### src/rtl/pci_cfg_arbiter.sv
// Arbiter/sequencer for the single-ported PCI configuration register file.
// Bus target has priority over the local port; partial writes become read-modify-write.
module pci_cfg_arbiter #(
   parameter int ADDR_W = 6
) (
   input  logic              clk,
   input  logic              rst,
   input  logic              bus_en,
   input  logic              bus_we,
   input  logic [ADDR_W-1:0] bus_offset,
   input  logic [3:0]        bus_be,
   input  logic [31:0]       bus_wdata,
   output logic              bus_busy,
   output logic              bus_done,
   output logic [31:0]       bus_rdata,
   output logic              bus_ovf,
   input  logic              loc_req,
   input  logic              loc_we,
   input  logic [ADDR_W-1:0] loc_offset,
   input  logic [3:0]        loc_be,
   input  logic [31:0]       loc_wdata,
   output logic              loc_ack,
   output logic [31:0]       loc_rdata,
   output logic              rf_en,
   output logic              rf_we,
   output logic [ADDR_W-1:0] rf_addr,
   output logic [31:0]       rf_wdata,
   input  logic [31:0]       rf_rdata
);

   typedef enum logic [2:0] {
      IDLE = 3'd0,
      RD   = 3'd1,
      CAP  = 3'd2,
      WR   = 3'd3,
      DONE = 3'd4
   } state_t;

   state_t              state;
   logic                op_loc;
   logic                op_we;
   logic [ADDR_W-1:0]   op_offset;
   logic [3:0]          op_be;
   logic [31:0]         op_data;

   logic                pend_v;
   logic                pend_we;
   logic [ADDR_W-1:0]   pend_offset;
   logic [3:0]          pend_be;
   logic [31:0]         pend_wdata;

   logic                sel_valid;
   logic                sel_loc;
   logic                sel_we;
   logic [ADDR_W-1:0]   sel_offset;
   logic [3:0]          sel_be;
   logic [31:0]         sel_wdata;

   logic                fin;
   logic                fin_loc;
   logic [31:0]         fin_data;
   logic [31:0]         cap_data;

   function automatic logic [31:0] merge_bytes(input logic [3:0] be,
                                               input logic [31:0] wdata,
                                               input logic [31:0] rdata);
      logic [31:0] res;
      for (int i = 0; i < 4; i++) begin
         res[8*i +: 8] = be[i] ? wdata[8*i +: 8] : rdata[8*i +: 8];
      end
      return res;
   endfunction

   function automatic state_t first_state(input logic we, input logic [3:0] be);
      if (!we) begin
         return RD;
      end else if (be == 4'hF) begin
         return WR;
      end else if (be == 4'h0) begin
         return DONE;
      end else begin
         return RD;
      end
   endfunction

   // Winning request in IDLE: pending bus entry, then live bus strobe, then local port.
   always_comb begin
      sel_valid  = 1'b0;
      sel_loc    = 1'b0;
      sel_we     = 1'b0;
      sel_offset = {ADDR_W{1'b0}};
      sel_be     = 4'h0;
      sel_wdata  = 32'h0;
      if (state != IDLE) begin
         sel_valid = 1'b0;
      end else if (pend_v) begin
         sel_valid  = 1'b1;
         sel_we     = pend_we;
         sel_offset = pend_offset;
         sel_be     = pend_be;
         sel_wdata  = pend_wdata;
      end else if (bus_en) begin
         sel_valid  = 1'b1;
         sel_we     = bus_we;
         sel_offset = bus_offset;
         sel_be     = bus_be;
         sel_wdata  = bus_wdata;
      end else if (loc_req && !loc_ack) begin
         sel_valid  = 1'b1;
         sel_loc    = 1'b1;
         sel_we     = loc_we;
         sel_offset = loc_offset;
         sel_be     = loc_be;
         sel_wdata  = loc_wdata;
      end else begin
         sel_valid = 1'b0;
      end
   end

   // Data captured in CAP and the completion that the next edge moves into DONE.
   always_comb begin
      cap_data = op_we ? merge_bytes(op_be, op_data, rf_rdata) : rf_rdata;
      fin      = 1'b0;
      fin_loc  = op_loc;
      fin_data = op_data;
      case (state)
         IDLE: begin
            fin      = sel_valid && sel_we && (sel_be == 4'h0);
            fin_loc  = sel_loc;
            fin_data = sel_wdata;
         end
         CAP: begin
            fin      = !op_we;
            fin_data = rf_rdata;
         end
         WR: begin
            fin = 1'b1;
         end
         default: begin
            fin = 1'b0;
         end
      endcase
   end

   // Sequencer, pending bus slot and completion strobes.
   always_ff @(posedge clk) begin
      if (!rst) begin
         state       <= IDLE;
         op_loc      <= 1'b0;
         op_we       <= 1'b0;
         op_offset   <= {ADDR_W{1'b0}};
         op_be       <= 4'h0;
         op_data     <= 32'h0;
         pend_v      <= 1'b0;
         pend_we     <= 1'b0;
         pend_offset <= {ADDR_W{1'b0}};
         pend_be     <= 4'h0;
         pend_wdata  <= 32'h0;
         bus_ovf     <= 1'b0;
         bus_done    <= 1'b0;
         bus_rdata   <= 32'h0;
         loc_ack     <= 1'b0;
         loc_rdata   <= 32'h0;
      end else begin
         case (state)
            IDLE: begin
               if (sel_valid) begin
                  op_loc    <= sel_loc;
                  op_we     <= sel_we;
                  op_offset <= sel_offset;
                  op_be     <= sel_be;
                  op_data   <= sel_wdata;
                  state     <= first_state(sel_we, sel_be);
               end
            end
            RD:   state <= CAP;
            CAP: begin
               op_data <= cap_data;
               state   <= op_we ? WR : DONE;
            end
            WR:   state <= DONE;
            DONE: state <= IDLE;
            default: state <= IDLE;
         endcase

         bus_done <= fin && !fin_loc;
         loc_ack  <= fin && fin_loc;
         if (fin && !fin_loc) begin
            bus_rdata <= fin_data;
         end
         if (fin && fin_loc) begin
            loc_rdata <= fin_data;
         end

         // A bus strobe the sequencer cannot take now goes to pend unless pend stays occupied.
         if (state == IDLE && pend_v) begin
            pend_v <= 1'b0;
         end
         if (bus_en) begin
            if (pend_v && state != IDLE) begin
               bus_ovf <= 1'b1;
            end else if (pend_v || state != IDLE) begin
               pend_v      <= 1'b1;
               pend_we     <= bus_we;
               pend_offset <= bus_offset;
               pend_be     <= bus_be;
               pend_wdata  <= bus_wdata;
            end
         end
      end
   end

   assign bus_busy = (state != IDLE) || pend_v;
   assign rf_en    = (state == RD) || (state == WR);
   assign rf_we    = (state == WR);
   assign rf_addr  = rf_en ? op_offset : {ADDR_W{1'b0}};
   assign rf_wdata = (state == WR) ? op_data : 32'h0;

endmodule

### config.mk
export PLATFORM = sky130hd
export DESIGN_NAME = pci_cfg_arbiter
export DESIGN_NICKNAME = d
export VERILOG_FILES = /design/src/rtl/pci_cfg_arbiter.sv
export SDC_FILE = /design/constraint.sdc
export NUM_CORES = 1
export LEC_CHECK = 0
export ABC_AREA = 1
export CORE_AREA = 4 4 140 209
export CTS_BUF_LIST = sky130_fd_sc_hd__clkbuf_2 sky130_fd_sc_hd__clkbuf_4 sky130_fd_sc_hd__clkbuf_8
export DETAILED_ROUTE_END_ITERATION = 6
export DIE_AREA = 0 0 144 213
export GPL_TIMING_DRIVEN = 0
export PLACE_DENSITY = 0.55
export SLEW_MARGIN = 20
export SYNTH_ARGS = -nofsm -noshare
export SYNTH_HDL_FRONTEND = slang
export SYNTH_SLANG_ARGS = --single-unit
export TNS_END_PERCENT = 30
### constraint.sdc
create_clock -name clk -period 2.2 [get_ports clk]
set_input_delay 0.33 -clock clk [delete_from_list [all_inputs] [get_ports clk]]
set_output_delay 0.33 -clock clk [all_outputs]
set_load 0.01 [all_outputs]
==> reports/qor.yml, run 1 <==
run_status:
  status: "finished, final reports clean"
setup_path:
  cp.required_ps: 1870
  arrival_ps: 1790
  cp.buffers_inverters: 3
  reg2reg_from: "loc_ack"
  critPathKind: "flip-flop to primary output"
  cpLargestDelayFamily: "buffers and inverters"
  worstReg2RegEnd: "loc_rdata[15]"
  path_cells: "inv_1, nor2_4, nand2_4, clkbuf_8, nor2_1, dlygate4sd2_1"
  start_kind: "flip-flop"
  r2r_cells: 11
  crit_fanout: 10
  cp-end-kind: "primary output"
  slowest_stage: "dfxtp_2"
  max_stage_delay_ps: 370
  worst-r2r-setup-slack_ps: 90
pwr:
  switchingPower_uw: 6640
  seqPwrFrac_pct: 30.8
  power_density_nw_per_um2: 1360
  pwr-share-clk_pct: 15.5
  internal_power_uw: 8130
  vdd_drop_max_mv: 0.532
  power_uw: 14800
  p_sw_share_pct: 45.0
  p_leak_uw: 0.00458
  combPwrFrac_pct: 53.7
floorplan:
  rows: 74
  die_h_um: 213
  die-area_um2: 30700
  initial_utilization_pct: 27.7
  core-area_um2: 27300
  ioPinCount: 230
  die_x_um: 144
sta:
  finalMaxSlewViolations: 0
  skew_ps: 12.5
  hold_violations: 0
  final.setup.worst_slack_ps: 83.0
  rsz0062_at_grt: "yes"
  holdWs_ps: 362
  clock.fmax_mhz: 472
  worst_pin_slew_ps: 685
  period_minus_slack_ps: 2120
  period_share_pct: 96.2
  setup_violations: 0
  slew_headroom_pct: 54.3
cells_and_area:
  most-common-layout-cells: "nor2_1, nand2_1, clkdlybuf4s50_1"
  layout_commonest_cell: "nor2_1"
  nets: 1543
  area_delta_synth_final_pct: 43.5
  final_util_pct: 39.7
  drive_gt1_share_pct: 10.5
  design_area_um2: 10800
  fillers: 2876
synth:
  synth_top_cell_by_area: "dfxtp_1"
  synth.avg_cell_area_um2: 6.45
  syn_nets: 1294
  synth_top_area_share_pct: 41.9
  ys_seq_area_share_pct: 41.9
  ys_seq_elements: 158
  yosys_warnings: 0
  syn_area_um2: 7550
  synth_cell_types: 23
  syn-instance-count: 1172
  ys_top_cells_by_area: "dfxtp_1, nor2_1, nand2_1"
drt:
  num_vias: 8469
  firstDrtPassIters: 5
  routedWlPerCell_um: 17.2
  wl_mm: 30.6
  via_per_inst: 4.77
  drcViolationCount: 0
  ant_nets: 0
  drt-initial-drc-count: 542
hold_path:
  min_to: "op_data[10]"
  hold_start: "rst"
  hold_path_class: "input pin to flip-flop"
  hold_path_depth: 3
place:
  place.gp.congestion: 0.854
  dpl_cell_area_um2: 10300
  portBuffers: 228
  place_ws_ps: -678
  dp_hpwl_mm: 24.7
job:
  drv_cap: 0
clocking:
  cts-root-buf: "clkbuf_8"
  cts_buffers: 17
  clock_path_buffers: 2
  cts.htree.levels: 4
  insertion_delay_ps: 470
  cts.sinks: 158
  path_clk_slew_ps: 90
  cts_tree: "built"
grt:
  grt-ovfl-total: 0
  grt_use_total_pct: 19.5
  grt_max_degree: 17
  antenna_found_initial: 2
  grt_pass1_vias: 8265
  grt_pass1_wl_mm: 45.7
[flip-flops by register name (all words and copies together) (netlist names), 4 cells and up]
| signal | flops |
|---|---|
| op_offset | 6 |
| op_data | 32 |
| op_be | 4 |
| pend_offset | 6 |
| pend_be | 4 |
| bus_rdata | 32 |
| loc_rdata | 32 |
| pend_wdata | 32 |
[synth_stat cells (all sizes together)]
cell,number
a21oi,154
a31oi,1
clkbuf,43
nand4,2
nand2,209
nand3,71
clkinv,2
o21a,1
o21ai,153
dfxtp,158
buf,44
o21bai,1
nor2,277
nor3,2
inv,54
[power groups by stage]
stage / clock (uW) / combinational [uW] / sequential [uW]
after detailed placement: 0 / 7620 / 4600
final: 2290 / 7930 / 4550
after global placement: 0 / 7550 / 4590
after CTS: 2350 / 7700 / 4550
after floorplan: 0 / 4540 / 4640
after global routing: 2440 / 8890 / 4670
[final cells by class]
cell class	instances	area [um^2]	area share, %
multi-input cells	871	3940	36.4
flip-flops and latches	158	3160	29.2
repair buffers	230	2220	20.4
plain buffers	87	473	4.36
well taps	342	428	3.95
clock buffers	23	292	2.69
inverters	56	210	1.94
clock inverters	7	113	1.04
diodes	2	5.00	0.0462
[timing repair]
item | in CTS | in global routing
setup buffers | 1 | 1
pin swaps | 1 | 7
gates resized for setup | 72 | 83
hold buffers | 0 | 0
setup endpoints to repair | 93 | 140
[metrics by stage]
step | cells | TNS (ps)
2_1_floorplan | 1172 | 0
3_3_place_gp | 1742 | -72160
3_5_place_dp | 1742 | -72920
4_1_cts | 1773 | 0
5_1_grt | 1776 | -201
6_report | 1776 | 0
[worst max-delay path by stage]
stage,startpoint,endpoint,slack (ps),cells past startpoint
2_1_floorplan,state[0],bus_rdata[15],510,12
3_3_place_gp,loc_req,bus_rdata[14],-700,11
3_5_place_dp,loc_req,bus_rdata[14],-680,11
4_1_cts,state[0],rf_wdata[1],2,5
5_1_grt,state[2],pend_wdata[26],-30,9
6_report,state[0],rf_wdata[13],80,6
[worst reg2reg max path: cells and delay by family (launching register included)]
family,cells,cell delay (ps)
compound gates,2,400
buf+inv,3,620
flops,1,340
simple gates,6,700
[logic make-up (layout without fill, tap and decap cells)]
group	after synthesis	count (layout)	synth area share (%)
flops	158	158	41.9
compound gates	310	310	20.7
other cells	0	2	0
buf+inv	143	403	8.05
simple gates	561	561	29.4
[routing by layer]
layer / track usage [%] / vias up / wire length (um)
met5: 0 / - / 0
met2: 35.0 / 241 / 15700
met3: 2.96 / 50 / 1310
li1: - / 4297 / -
met4: 8.09 / 0 / 1160
met1: 22.8 / 3881 / 12400
(Power assumes the default switching activity.)
==> run 2: changes to the inputs <==
--- a/config.mk
+++ b/config.mk
@@ -11,6 +11,7 @@
 export DETAILED_ROUTE_END_ITERATION = 6
 export DIE_AREA = 0 0 144 213
 export GPL_TIMING_DRIVEN = 0
+export MAX_ROUTING_LAYER = met4
 export PLACE_DENSITY = 0.55
 export SLEW_MARGIN = 20
 export SYNTH_ARGS = -nofsm -noshare
==> run 2 against run 1 <==
  * Sequential share of layout area about the same
  * Cell count unchanged
  * Register-to-register slack better by 20 ps
  * Non-clock buffer count unchanged
  * Routed wire length down 0.21%
  * Design area up 0.13%
  * Critical path type unchanged
  * Largest cell class unchanged
  * Highest routed layer unchanged
==> reports/qor.yml, run 2 (synthesis gave the netlist of run 1 again) <==
drt:
  num_vias: 8437  # -0.38%
  via_per_inst: 4.75  # -0.38%
  ant_nets: 0  # unchanged
  firstDrtPassIters: 5  # unchanged
  routedWlPerCell_um: 17.2  # -0.21%
  drt-initial-drc-count: 492  # -9.2%
  drcViolationCount: 0  # unchanged
  wl_mm: 30.5  # -0.21%
clocking:
  cts-root-buf: "clkbuf_8"
  cts.htree.levels: 4  # unchanged
  clock_path_buffers: 2  # unchanged
  cts_tree: "built"
  cts_buffers: 17  # unchanged
  path_clk_slew_ps: 80  # about the same
  insertion_delay_ps: 470  # about the same
  cts.sinks: 158  # unchanged
sta:
  final.setup.worst_slack_ps: 81.1  # -1.90 ps
  skew_ps: 13.5  # +0.967 ps
  slew_headroom_pct: 55.7  # +1.4 points
  period_share_pct: 96.3  # about the same
  worst_pin_slew_ps: 664  # -21.1 ps
  clock.fmax_mhz: 472  # about the same
  hold_violations: 0  # unchanged
  finalMaxSlewViolations: 0  # unchanged
  setup_violations: 0  # unchanged
  period_minus_slack_ps: 2120  # +1.90 ps
  rsz0062_at_grt: "yes"
  tns_ps: 0  # unchanged
setup_path:
  worst-r2r-setup-slack_ps: 110  # +20 ps
  cpLargestDelayFamily: "buffers and inverters"
  r2r_cells: 11  # unchanged
  worstReg2RegEnd: "loc_rdata[29]"
  crit_fanout: 10  # unchanged
  path_cells: "inv_1, nor2_4, nand2_4, buf_4, nor2_1, clkdlybuf4s15_1"
  max_stage_delay_ps: 370  # about the same
  arrival_ps: 1790  # about the same
  slowest_stage: "dfxtp_2"
  cp.required_ps: 1870  # about the same
  reg2reg_from: "loc_ack"
  start_kind: "flip-flop"
  cp.buffers_inverters: 3  # unchanged
  critPathKind: "flip-flop to primary output"
  cp-end-kind: "primary output"
cells_and_area:
  fillers: 2877  # +0.035%
  drive_gt1_share_pct: 10.1  # -0.42 points
  most-common-layout-cells: "nor2_1, nand2_1, clkdlybuf4s50_1"
  area_delta_synth_final_pct: 43.7
  nets: 1543  # unchanged
  layout_commonest_cell: "nor2_1"
  design_area_um2: 10900  # +0.13%
  final_util_pct: 39.8  # +0.050 points
pwr:
  p_sw_share_pct: 44.9  # -0.049 points
  p_leak_uw: 0.00458  # about the same
  seqPwrFrac_pct: 30.9  # about the same
  vdd_drop_max_mv: 0.531  # -0.14%
  power_density_nw_per_um2: 1360  # -0.28%
  switchingPower_uw: 6620  # -0.26%
  internal_power_uw: 8120  # about the same
  combPwrFrac_pct: 53.6  # about the same
  pwr-share-clk_pct: 15.5  # about the same
grt:
  grt_pass1_wl_mm: 45.6  # -0.17%
  grt_use_total_pct: 20.0  # +0.55 points
  grt-ovfl-total: 0  # unchanged
  antenna_found_initial: 2  # unchanged
  grt_max_degree: 17  # unchanged
  grt_pass1_vias: 8251  # -0.17%
job:
  drv_cap: 0  # unchanged
floorplan:
  initial_utilization_pct: 27.7  # unchanged
  die-area_um2: 30700  # unchanged
  die_h_um: 213  # unchanged
  core-area_um2: 27300  # unchanged
  ioPinCount: 230  # unchanged
  rows: 74  # unchanged
  die_x_um: 144  # unchanged
place:
  dp_hpwl_mm: 24.7  # unchanged
  dpl_cell_area_um2: 10300  # unchanged
  place.gp.congestion: 0.868  # +1.6%
  portBuffers: 228  # unchanged
  place_ws_ps: -678  # unchanged
hold_path:
  min_to: "op_data[10]"
  hold_path_class: "input pin to flip-flop"
  hold_start: "rst"
  hold_path_depth: 3  # unchanged
run_status:
  status: "finished, final reports clean"
-- run 2: cell types whose count changed in the layout (fill, tap and decap cells not counted), moves of 2 or more --
cell | previous run | this run
o21ai_1 | 32 | 34
o21ai_2 | 15 | 13
clkdlybuf4s15_1 | 4 | 7
clkbuf_2 | 24 | 20
-- run 2: worst reg2reg max path: stages (launching register included) --
cell,delay [ps]
dfxtp_1,340
inv_1,90
nand2_1,100
nor2_2,220
clkbuf_4,280
clkbuf_4,240
a21oi_1,90
o21ai_1,290
nor2_1,140
nand3_1,100
nand2_1,50
nor2_1,90
-- run 2: area by class of cell --
class / instances / area, um^2 / area share (%)
clock buffer: 23 / 292 / 2.68
buffer: 87 / 475 / 4.38
inverter: 56 / 210 / 1.94
tap: 342 / 428 / 3.94
sequential: 158 / 3160 / 29.1
antenna: 2 / 5.00 / 0.0461
multi-input combinational: 871 / 3940 / 36.3
timing repair buffer: 230 / 2230 / 20.6
clock inverter: 7 / 113 / 1.04
-- run 2: worst max-delay path by stage --
stage          startpoint        endpoint  slack [ps]  depth (start not counted)
2_1_floorplan    state[0]   bus_rdata[15]         510                         12
3_3_place_gp      loc_req   bus_rdata[14]        -700                         11
3_5_place_dp      loc_req   bus_rdata[14]        -680                         11
4_1_cts          state[0]     rf_wdata[1]           2                          5
5_1_grt          state[2]  pend_wdata[26]         -30                          9
6_report         state[0]     rf_wdata[6]          80                          6
-- run 2: stage by stage --
stage | total power, uW | hold slack [ps] | cells
2_1_floorplan | 9180 | 441 | 1172
3_3_place_gp | 12100 | 452 | 1742
3_5_place_dp | 12200 | 454 | 1742
4_1_cts | 14600 | 341 | 1773
5_1_grt | 16000 | 396 | 1776
6_report | 14700 | 365 | 1776
-- run 2: power groups by stage --
stage          Clock [uW]  Combinational, uW  Sequential (uW)
2_1_floorplan           0               4540             4640
3_3_place_gp            0               7550             4590
3_5_place_dp            0               7620             4600
4_1_cts              2350               7700             4550
5_1_grt              2430               8880             4670
6_report             2280               7910             4550
-- run 2: timing repair --
action,4_1_cts,5_1_grt
buffers inserted,1,1
gates resized for setup,72,77
setup endpoints to repair,93,137
pin swaps,1,7
hold buffers,0,0
-- run 2: routing by layer --
metal | wire [um] | vias up | track usage [%]
met5 | 0 | - | -
met4 | 1150 | 0 | 8.28
met3 | 1260 | 51 | 2.40
met2 | 15600 | 231 | 35.0
met1 | 12500 | 3857 | 23.0
li1 | - | 4298 | -
==> run 3: changes to the inputs <==
--- a/config.mk
+++ b/config.mk
@@ -12,7 +12,6 @@
 export DIE_AREA = 0 0 144 213
 export GPL_TIMING_DRIVEN = 0
 export MAX_ROUTING_LAYER = met4
-export PLACE_DENSITY = 0.55
 export SLEW_MARGIN = 20
 export SYNTH_ARGS = -nofsm -noshare
 export SYNTH_HDL_FRONTEND = slang
==> run 3 against run 2 <==
  * Global-route usage increased by 0.28 points
  * Core utilization increased by 0.096 points
  * Die area unchanged
  * Sequential cell count unchanged
  * Cell count increased by 0.39%
  * Critical path depth unchanged
  * Worst hold slack got worse by 61 ps
  * Clock skew about the same
  * Via count increased by 0.91%
  * Design area increased by 0.24%
  * Register-to-register slack got worse by 30 ps
  * Sequential share of layout area decreased by 0.070 points
==> reports/qor.yml, run 3 (synthesis gave the netlist of run 1 again) <==
setup_path:
  cpLargestDelayFamily: "buffers and inverters"
  slowest_stage: "dfxtp_2"
  critPathKind: "flip-flop to primary output"
  crit_fanout: 10  # unchanged
  cp.required_ps: 1870  # about the same
  start_kind: "flip-flop"
  arrival_ps: 1810  # +20 ps
  path_cells: "inv_1, nor2_4, nand2_4, buf_4, nor2_1, clkdlybuf4s15_1"
  cp-end-kind: "primary output"
  cp.buffers_inverters: 3  # unchanged
  max_stage_delay_ps: 370  # about the same
grt:
  grt_pass1_wl_mm: 46.1  # +0.94%
  grt-ovfl-total: 0  # unchanged
  grt_pass1_vias: 8331  # +0.97%
  antenna_found_initial: 6  # +4
  grt_max_degree: 17  # unchanged
  grt_use_total_pct: 20.3  # +0.28 points
sta:
  worst_pin_slew_ps: 716  # +51.6 ps
  hold_violations: 0  # unchanged
  clock.fmax_mhz: 468  # -0.76%
  period_share_pct: 97.1  # +0.74 points
  setup_violations: 0  # unchanged
  slew_headroom_pct: 52.3  # -3.4 points
  rsz0062_at_grt: "yes"
  skew_ps: 13.5  # +0.0247 ps
  finalMaxSlewViolations: 0  # unchanged
  period_minus_slack_ps: 2140  # +16.2 ps
floorplan:
  die_h_um: 213  # unchanged
  ioPinCount: 230  # unchanged
  rows: 74  # unchanged
  die_x_um: 144  # unchanged
  core-area_um2: 27300  # unchanged
  initial_utilization_pct: 27.7  # unchanged
  die-area_um2: 30700  # unchanged
cells_and_area:
  area_delta_synth_final_pct: 44.1
  drive_gt1_share_pct: 10.2  # +0.12 points
  fillers: 2906  # +1.0%
  most-common-layout-cells: "nor2_1, nand2_1, clkdlybuf4s50_1"
  layout_commonest_cell: "nor2_1"
  nets: 1544  # +0.065%
  fin_cells: 1783  # +0.39%
clocking:
  clock_path_buffers: 2  # unchanged
  cts.sinks: 158  # unchanged
  insertion_delay_ps: 480  # about the same
  cts_buffers: 17  # unchanged
  cts_hold_buf: 0  # unchanged
  cts.htree.levels: 4  # unchanged
  cts_tree: "built"
  cts-root-buf: "clkbuf_8"
  path_clk_slew_ps: 90  # about the same
hold_path:
  hold_path_class: "input pin to flip-flop"
drt:
  routedWlPerCell_um: 17.2  # about the same
  drcViolationCount: 0  # unchanged
  ant_nets: 0  # unchanged
  wl_met3_mm: 1.55  # +23%
  num_vias: 8514  # +0.91%
  wl_met2_mm: 15.8  # +1.3%
  via_per_inst: 4.78  # +0.52%
  wl_met1_mm: 11.8  # -5.2%
  dr.max_layer_used: "met4"
  wl_mm: 30.6  # +0.38%
  firstDrtPassIters: 5  # unchanged
  drt-initial-drc-count: 471  # -4.3%
job:
  drv_cap: 0  # unchanged
run_status:
  status: "finished, final reports clean"
pwr:
  vdd_drop_max_mv: 0.625  # +18%
  power_uw: 14900  # +1.1%
  power_density_nw_per_um2: 1370  # +0.81%
  p_leak_uw: 0.00454  # -0.73%
place:
  place.gp.congestion: 0.895  # +3.1%
  portBuffers: 228  # unchanged
  dp_hpwl_mm: 24.8  # +0.42%
  dpl.cell_count: 1742  # unchanged
run 3: cell count changes in the layout (fill, tap and decap cells not counted), moves of 2 or more:
cell | before | now
clkinv_4 | 0 | 6
buf_4 | 13 | 15
nand2_2 | 4 | 1
clkbuf_2 | 20 | 22
dlygate4sd2_1 | 24 | 16
diode_2 | 2 | 6
buf_2 | 21 | 23
buf_1 | 2 | 4
clkdlybuf4s15_1 | 7 | 10
clkbuf_4 | 11 | 6
nand2_1 | 204 | 207
run 3: what timing repair did:
item	CTS	global route
setup buffers	1	2
pin swaps	1	4
setup endpoints to repair	93	144
gates resized for setup	76	86
run 3: power by group:
part | switching [uW] | internal, uW | leakage [uW]
Sequential | 552 | 4000 | 0.00130
Combinational | 5000 | 2920 | 0.00302
Clock | 1150 | 1270 | 0.000226
Total | 6710 | 8190 | 0.00454
run 3: final timing paths:
check | from | endpoint | slack (ps) | cells past startpoint
worst max-delay path | state[0] | rf_wdata[5] | 60 | 6
worst min-delay path | rst | op_data[8] | 300 | 3
worst max register to register | state[2] | bus_rdata[14] | 80 | 8
worst min register to register | bus_ovf | bus_ovf | 470 | 1
run 3: routing by layer:
layer,GRT usage (%),vias to the layer above
met5,-,-
met4,10.2,0
met3,3.20,65
met2,35.5,268
met1,22.1,3866
li1,-,4315
run 3: worst min-delay path: cells and delay by family:
family | cells | cell delay, ps
buf+inv | 1 | 220
compound gates | 2 | 190
run 3: through the flow:
step | setup slack, ps | hold WS, ps | area, um^2 | TNS [ps] | util [%]
after floorplan | 507 | 441 | 7550 | 0 | -
after global placement | -666 | 451 | 10300 | -69460 | 37.6
after detailed placement | -716 | 454 | 10300 | -73630 | 37.6
after CTS | -10.4 | 294 | 10800 | -10.4 | 39.4
after global routing | -62.3 | 311 | 10900 | -1020 | 39.8
final | 64.8 | 304 | 10900 | 0 | 39.8
run 3: cell type report:
class	instances	area (um^2)	area share (%)
multi-input cells	871	3930	36.1
flip-flops and latches	158	3160	29.1
repair buffers	231	2220	20.4
plain buffers	87	473	4.35
well taps	342	428	3.93
clock buffers	18	248	2.28
inverters	56	210	1.93
clock inverters	14	193	1.77
diodes	6	15.0	0.138
==> patch 1 (flow settings as in run 2) <==
`ADDR_W`: 6 -> 5.
--- a/src/rtl/pci_cfg_arbiter.sv
+++ b/src/rtl/pci_cfg_arbiter.sv
@@ -1,7 +1,7 @@
 // Arbiter/sequencer for the single-ported PCI configuration register file.
 // Bus target has priority over the local port; partial writes become read-modify-write.
 module pci_cfg_arbiter #(
-   parameter int ADDR_W = 6
+   parameter int ADDR_W = 5
 ) (
    input  logic              clk,
    input  logic              rst,
Interface: changed (resized bus_offset, loc_offset and rf_addr); port bits go from 230 to 227. The function was not compared with the original's and may differ.
==> patch 1 against run 2 <==
- routed wire length down 1.3%
- count of clock-buffer cells in the layout down 3
- area after synthesis down 1.2%
- design area down 0.77%
- sequential cell count down 2
- total power up 2.5%
- via count down 2.3%
- first-iteration DRC count up 2.8%
- setup slack worse by 0.0083 ns
- critical path depth unchanged
- largest cell class unchanged
- highest routed layer unchanged
==> patch 1: results (changes against run 2) <==
hold_path_end: "state[1]"
met3_usage_pct: 2.22  # -0.18 points
synth_area_leaders: "dfxtp_1, nor2_1, nand2_1"
cp_top_family: "buffers and inverters"
hold_depth: 3  # unchanged
ys_seq_area_share_pct: 41.8  # about the same
hpwl_um: 24500  # -1.0%
grt_pass1_wl_um: 45100  # -1.1%
h-tree-depth: 4  # unchanged
reg2reg_slack_ns: 0.14  # +0.03 ns
outcome: "complete, no violations"
port_buffers: 225  # -1.3%
synth_fp_nets: 1273  # -1.6%
r2r-end: "loc_rdata[29]"
synth_common_cells: "nor2_1, nand2_1, dfxtp_1"
grt_usage_pct: 19.8  # -0.18 points
place_congestion: 0.875  # +0.86%
grt_max_degree: 17  # unchanged
clkLatencyLatePin_ns: 0.47  # about the same
tightestPinTransition_ns: 0.693  # +0.0291 ns
cts-buffers-inserted: 17  # unchanged
antenna_found_initial: 3  # +1
fin_skew_ns: 0.0149  # +0.00138 ns
first_global_vias: 7987  # -3.2%
slowest_delay_ns: 0.35  # -0.02 ns
clockBufferDepth: 2  # unchanged
cellLeakagePower_nw: 4.60  # +0.42%
drt_iter0_markers: 506  # +2.8%
use_met1_pct: 22.9  # -0.13 points
yosysUniqueCellTypes: 26  # +13%
clk_pin_slew_worst_paths_ns: 0.08  # about the same
wl_per_cell_um: 17.1  # -0.33%
fill_cells: 2901  # +0.83%
nets: 1520  # -1.5%
synth-compound-area-share_pct: 20.9  # +0.20 points
min_from: "rst"
timing.rr.start: "state[2]"
hp-class: "input port to flop"
irDropWorstVdd_uv: 548  # +3.2%
dr.pass1.iters: 6  # +1
reg2reg_depth: 10  # -1
drive_gt1_share_pct: 9.27  # -0.85 points
hold_slack_ns: 0.367  # +0.00246 ns
viasPerCell: 4.69  # -1.3%
grt.met2_usage_pct: 35.4  # +0.42 points
synth_xor_area_share_pct: 0  # unchanged
## patch 1: changes by cell type after synthesis, moves of 3 or more
cell / delta
buf_2: -7
buf_1: +9
a21oi_1: -4
a22o_1: +4
o21ai_1: +43
o21ai_0: -50
nand2_1: -7
clkbuf_1: -3
## patch 1: layer usage
metal	share of wire, %	vias up
li1	-	4230
met5	0	-
met2	52	266
met4	2.8	0
met1	41	3708
met3	4.2	42
## patch 1: worst max-delay path by stage
stage,startpoint,endpoint,slack [ns],cells past startpoint
after floorplan,state[0],bus_rdata[14],0.51,12
after global placement,bus_en,loc_rdata[25],-0.54,11
after detailed placement,bus_en,bus_rdata[25],-0.56,11
after CTS,state[0],rf_wdata[31],-0.07,5
after global routing,state[2],bus_rdata[22],-0.003,8
final,state[0],rf_wdata[29],0.07,6
## patch 1: metrics by stage
stage	cell area (um2)	cells	TNS, ns	setup WS, ns	power, mW
CTS	10700	1753	-0.0679	-0.0679	15.0
floorplan	7460	1153	0	0.507	9.23
global placement	10100	1720	-50.70	-0.537	12.3
global route	10800	1758	-0.00520	-0.00265	16.4
finish	10800	1758	0	0.0727	15.1
detailed placement	10100	1720	-52.79	-0.563	12.3
## patch 1: cells by family (layout without fill, tap and decap cells)
logic type      Yosys count  in the layout
flops                   156            156
buf+inv                 141            401
compound gates          305            305
other cells               0              3
simple gates            551            551
## patch 1: what timing repair did
item | in CTS | in global routing
gates resized for setup | 68 | 47
buffers inserted | 1 | 2
pin swaps | 1 | 2
setup endpoints to repair | 89 | 102
## patch 1: area by class of cell
class | count | area [um2] | share of cell area [%]
diodes | 3 | 7.51 | 0.0697
plain buffers | 87 | 460 | 4.27
clock buffers | 20 | 269 | 2.50
clock inverters | 12 | 216 | 2.01
inverters | 54 | 203 | 1.88
multi-input cells | 856 | 3830 | 35.6
flip-flops and latches | 156 | 3120 | 29.0
well taps | 342 | 428 | 3.97
repair buffers | 228 | 2230 | 20.7
## patch 1: report_power, final
part / internal, mW / switching [mW] / total [mW]
Combinational: 2.95 / 5.02 / 7.97
Clock: 1.53 / 1.10 / 2.63
Sequential: 3.96 / 0.563 / 4.52
## patch 1: worst min-delay path, stage by stage
cell and delay (ns):
clkbuf_1 0.22, inv_1 0.17, a31oi_1 0.05
==> patch 2 (flow settings as in run 2) <==
Made on the original files. Add an input register stage for `bus_offset` and `loc_offset`; this delays them by one clock. The other inputs are not delayed to match.
--- a/src/rtl/pci_cfg_arbiter.sv
+++ b/src/rtl/pci_cfg_arbiter.sv
@@ -36,6 +36,14 @@
       DONE = 3'd4
    } state_t;
 
+   logic [ADDR_W-1:0] bus_offset_q;
+   logic [ADDR_W-1:0] loc_offset_q;
+
+   always_ff @(posedge clk) begin
+      bus_offset_q <= bus_offset;
+      loc_offset_q <= loc_offset;
+   end
+
    state_t              state;
    logic                op_loc;
    logic                op_we;
@@ -102,14 +110,14 @@
       end else if (bus_en) begin
          sel_valid  = 1'b1;
          sel_we     = bus_we;
-         sel_offset = bus_offset;
+         sel_offset = bus_offset_q;
          sel_be     = bus_be;
          sel_wdata  = bus_wdata;
       end else if (loc_req && !loc_ack) begin
          sel_valid  = 1'b1;
          sel_loc    = 1'b1;
          sel_we     = loc_we;
-         sel_offset = loc_offset;
+         sel_offset = loc_offset_q;
          sel_be     = loc_be;
          sel_wdata  = loc_wdata;
       end else begin
@@ -202,7 +210,7 @@
             end else if (pend_v || state != IDLE) begin
                pend_v      <= 1'b1;
                pend_we     <= bus_we;
-               pend_offset <= bus_offset;
+               pend_offset <= bus_offset_q;
                pend_be     <= bus_be;
                pend_wdata  <= bus_wdata;
             end
Check against the original RTL: not equivalent (Yosys sat finds a counterexample within 4 cycles, from zero or initial values and one cycle with rst low).
==> patch 2 against run 2 <==
- area after synthesis increased by 3.9%
- sequential cell count increased by 12
- setup slack got worse by 0.075 ns
- routed wire length increased by 3.9%
- non-clock buffer count increased by 4
- total power decreased by 0.60%
- clock skew decreased by 0.0021 ns
- design area increased by 2.7%
- sequential share of layout area increased by 1.4 points
- largest cell class unchanged
==> patch 2: results (changes against run 2) <==
outcome: "complete, no violations"
tightestPinTransition_ns: 0.752  # +0.0881 ns
yosysUniqueCellTypes: 22  # -4.3%
drt_iter0_markers: 527  # +7.1%
grt_pass1_wl_um: 47100  # +3.1%
cp.arrival_ns: 1.86  # +0.07 ns
irDropWorstVdd_uv: 533  # +0.28%
hold_slack_ns: 0.273  # -0.0918 ns
period_minus_slack_ns: 2.19  # +0.0752 ns
drt_wl_total_um: 31700  # +3.9%
reg2reg_slack_ns: 0.14  # +0.03 ns
fin_skew_ns: 0.0114  # -0.00215 ns
drive_gt1_share_pct: 11.4  # +1.3 points
place_congestion: 0.870  # +0.22%
first_global_vias: 8295  # +0.53%
synth_area_leaders: "dfxtp_1, nor2_1, a21oi_1"
grt_usage_pct: 20.8  # +0.80 points
clkLatencyLatePin_ns: 0.49  # +0.02 ns
wl_met2_um: 16000  # +2.2%
synth_common_cells: "nor2_1, nand2_1, a21oi_1"
p_sw_share_pct: 45.8  # +0.89 points
dr_wl_met3_um: 1670  # +32%
synth_fp_nets: 1297  # +0.23%
hpwl_um: 25300  # +2.4%
antenna_found_initial: 1  # -1
dp_slack_ns: -0.967  # -0.289 ns
cellLeakagePower_nw: 4.59  # +0.18%
clk_pin_slew_worst_paths_ns: 0.10  # +0.02 ns
place_inst: 1745  # +0.17%
patch 2: path summary, 6_finish.rpt:
path | cells after the start | from | endpoint
setup / recovery | 8 | state[0] | rf_wdata[24]
hold / removal | 1 | bus_offset[2] | bus_offset_q[2]
setup reg to reg | 14 | loc_ack | bus_rdata[15]
hold reg to reg | 2 | pend_wdata[6] | pend_wdata[6]
patch 2: metal layers:
layer / global-route usage, % / vias to the layer above
met3: 3.41 / 62
met1: 23.9 / 3851
met2: 35.7 / 275
met4: 8.90 / 0
met5: - / -
li1: - / 4319
patch 2: through the flow:
| step | cell area (um2) | setup TNS, ns |
|---|---|---|
| after floorplan | 7850 | 0 |
| after global placement | 10600 | -70.28 |
| after detailed placement | 10600 | -70.94 |
| after CTS | 11100 | -0.327 |
| after global routing | 11100 | -0.152 |
| final | 11100 | 0 |
patch 2: worst max-delay path, cell delays in order, from the launching register on:
cell	delay (ns)
dfxtp_2	0.37
inv_1	0.07
nor2_4	0.12
inv_4	0.08
nor2_4	0.14
inv_4	0.07
buf_8	0.15
nor2_2	0.12
clkdlybuf4s15_2	0.24
patch 2: final cells by class:
type	instances	area, um2	area share, %
clock inverter	13	166	1.49
multi-input combinational	850	3890	34.9
tap	342	428	3.84
antenna	1	2.50	0.0224
sequential	170	3410	30.6
clock buffer	19	255	2.29
inverter	68	264	2.37
timing repair buffer	234	2200	19.7
buffer	87	541	4.85
patch 2: what timing repair did:
action / in CTS / in global routing
gates cloned: 0 / 0
gates resized for setup: 168 / 59
setup buffers: 4 / 2
pin swaps: 2 / 1
hold buffers: 0 / 0
setup endpoints to repair: 162 / 132
patch 2: kinds of logic (layout without fill, tap and decap cells):
| group | Yosys count | count (layout) | synth area share [%] |
|---|---|---|---|
| compound gates | 330 | 330 | 21.5 |
| other cells | 0 | 1 | 0 |
| simple gates | 520 | 520 | 26.2 |
| flops | 170 | 170 | 43.4 |
| buf+inv | 155 | 421 | 8.91 |
patch 2: power groups by stage:
stage	clock network, mW	logic [mW]	registers [mW]
2_1_floorplan	0	4.76	4.43
3_3_place_gp	0	7.55	4.40
3_5_place_dp	0	7.59	4.41
4_1_cts	2.46	7.79	4.36
5_1_grt	2.56	8.75	4.46
6_report	2.41	7.88	4.36
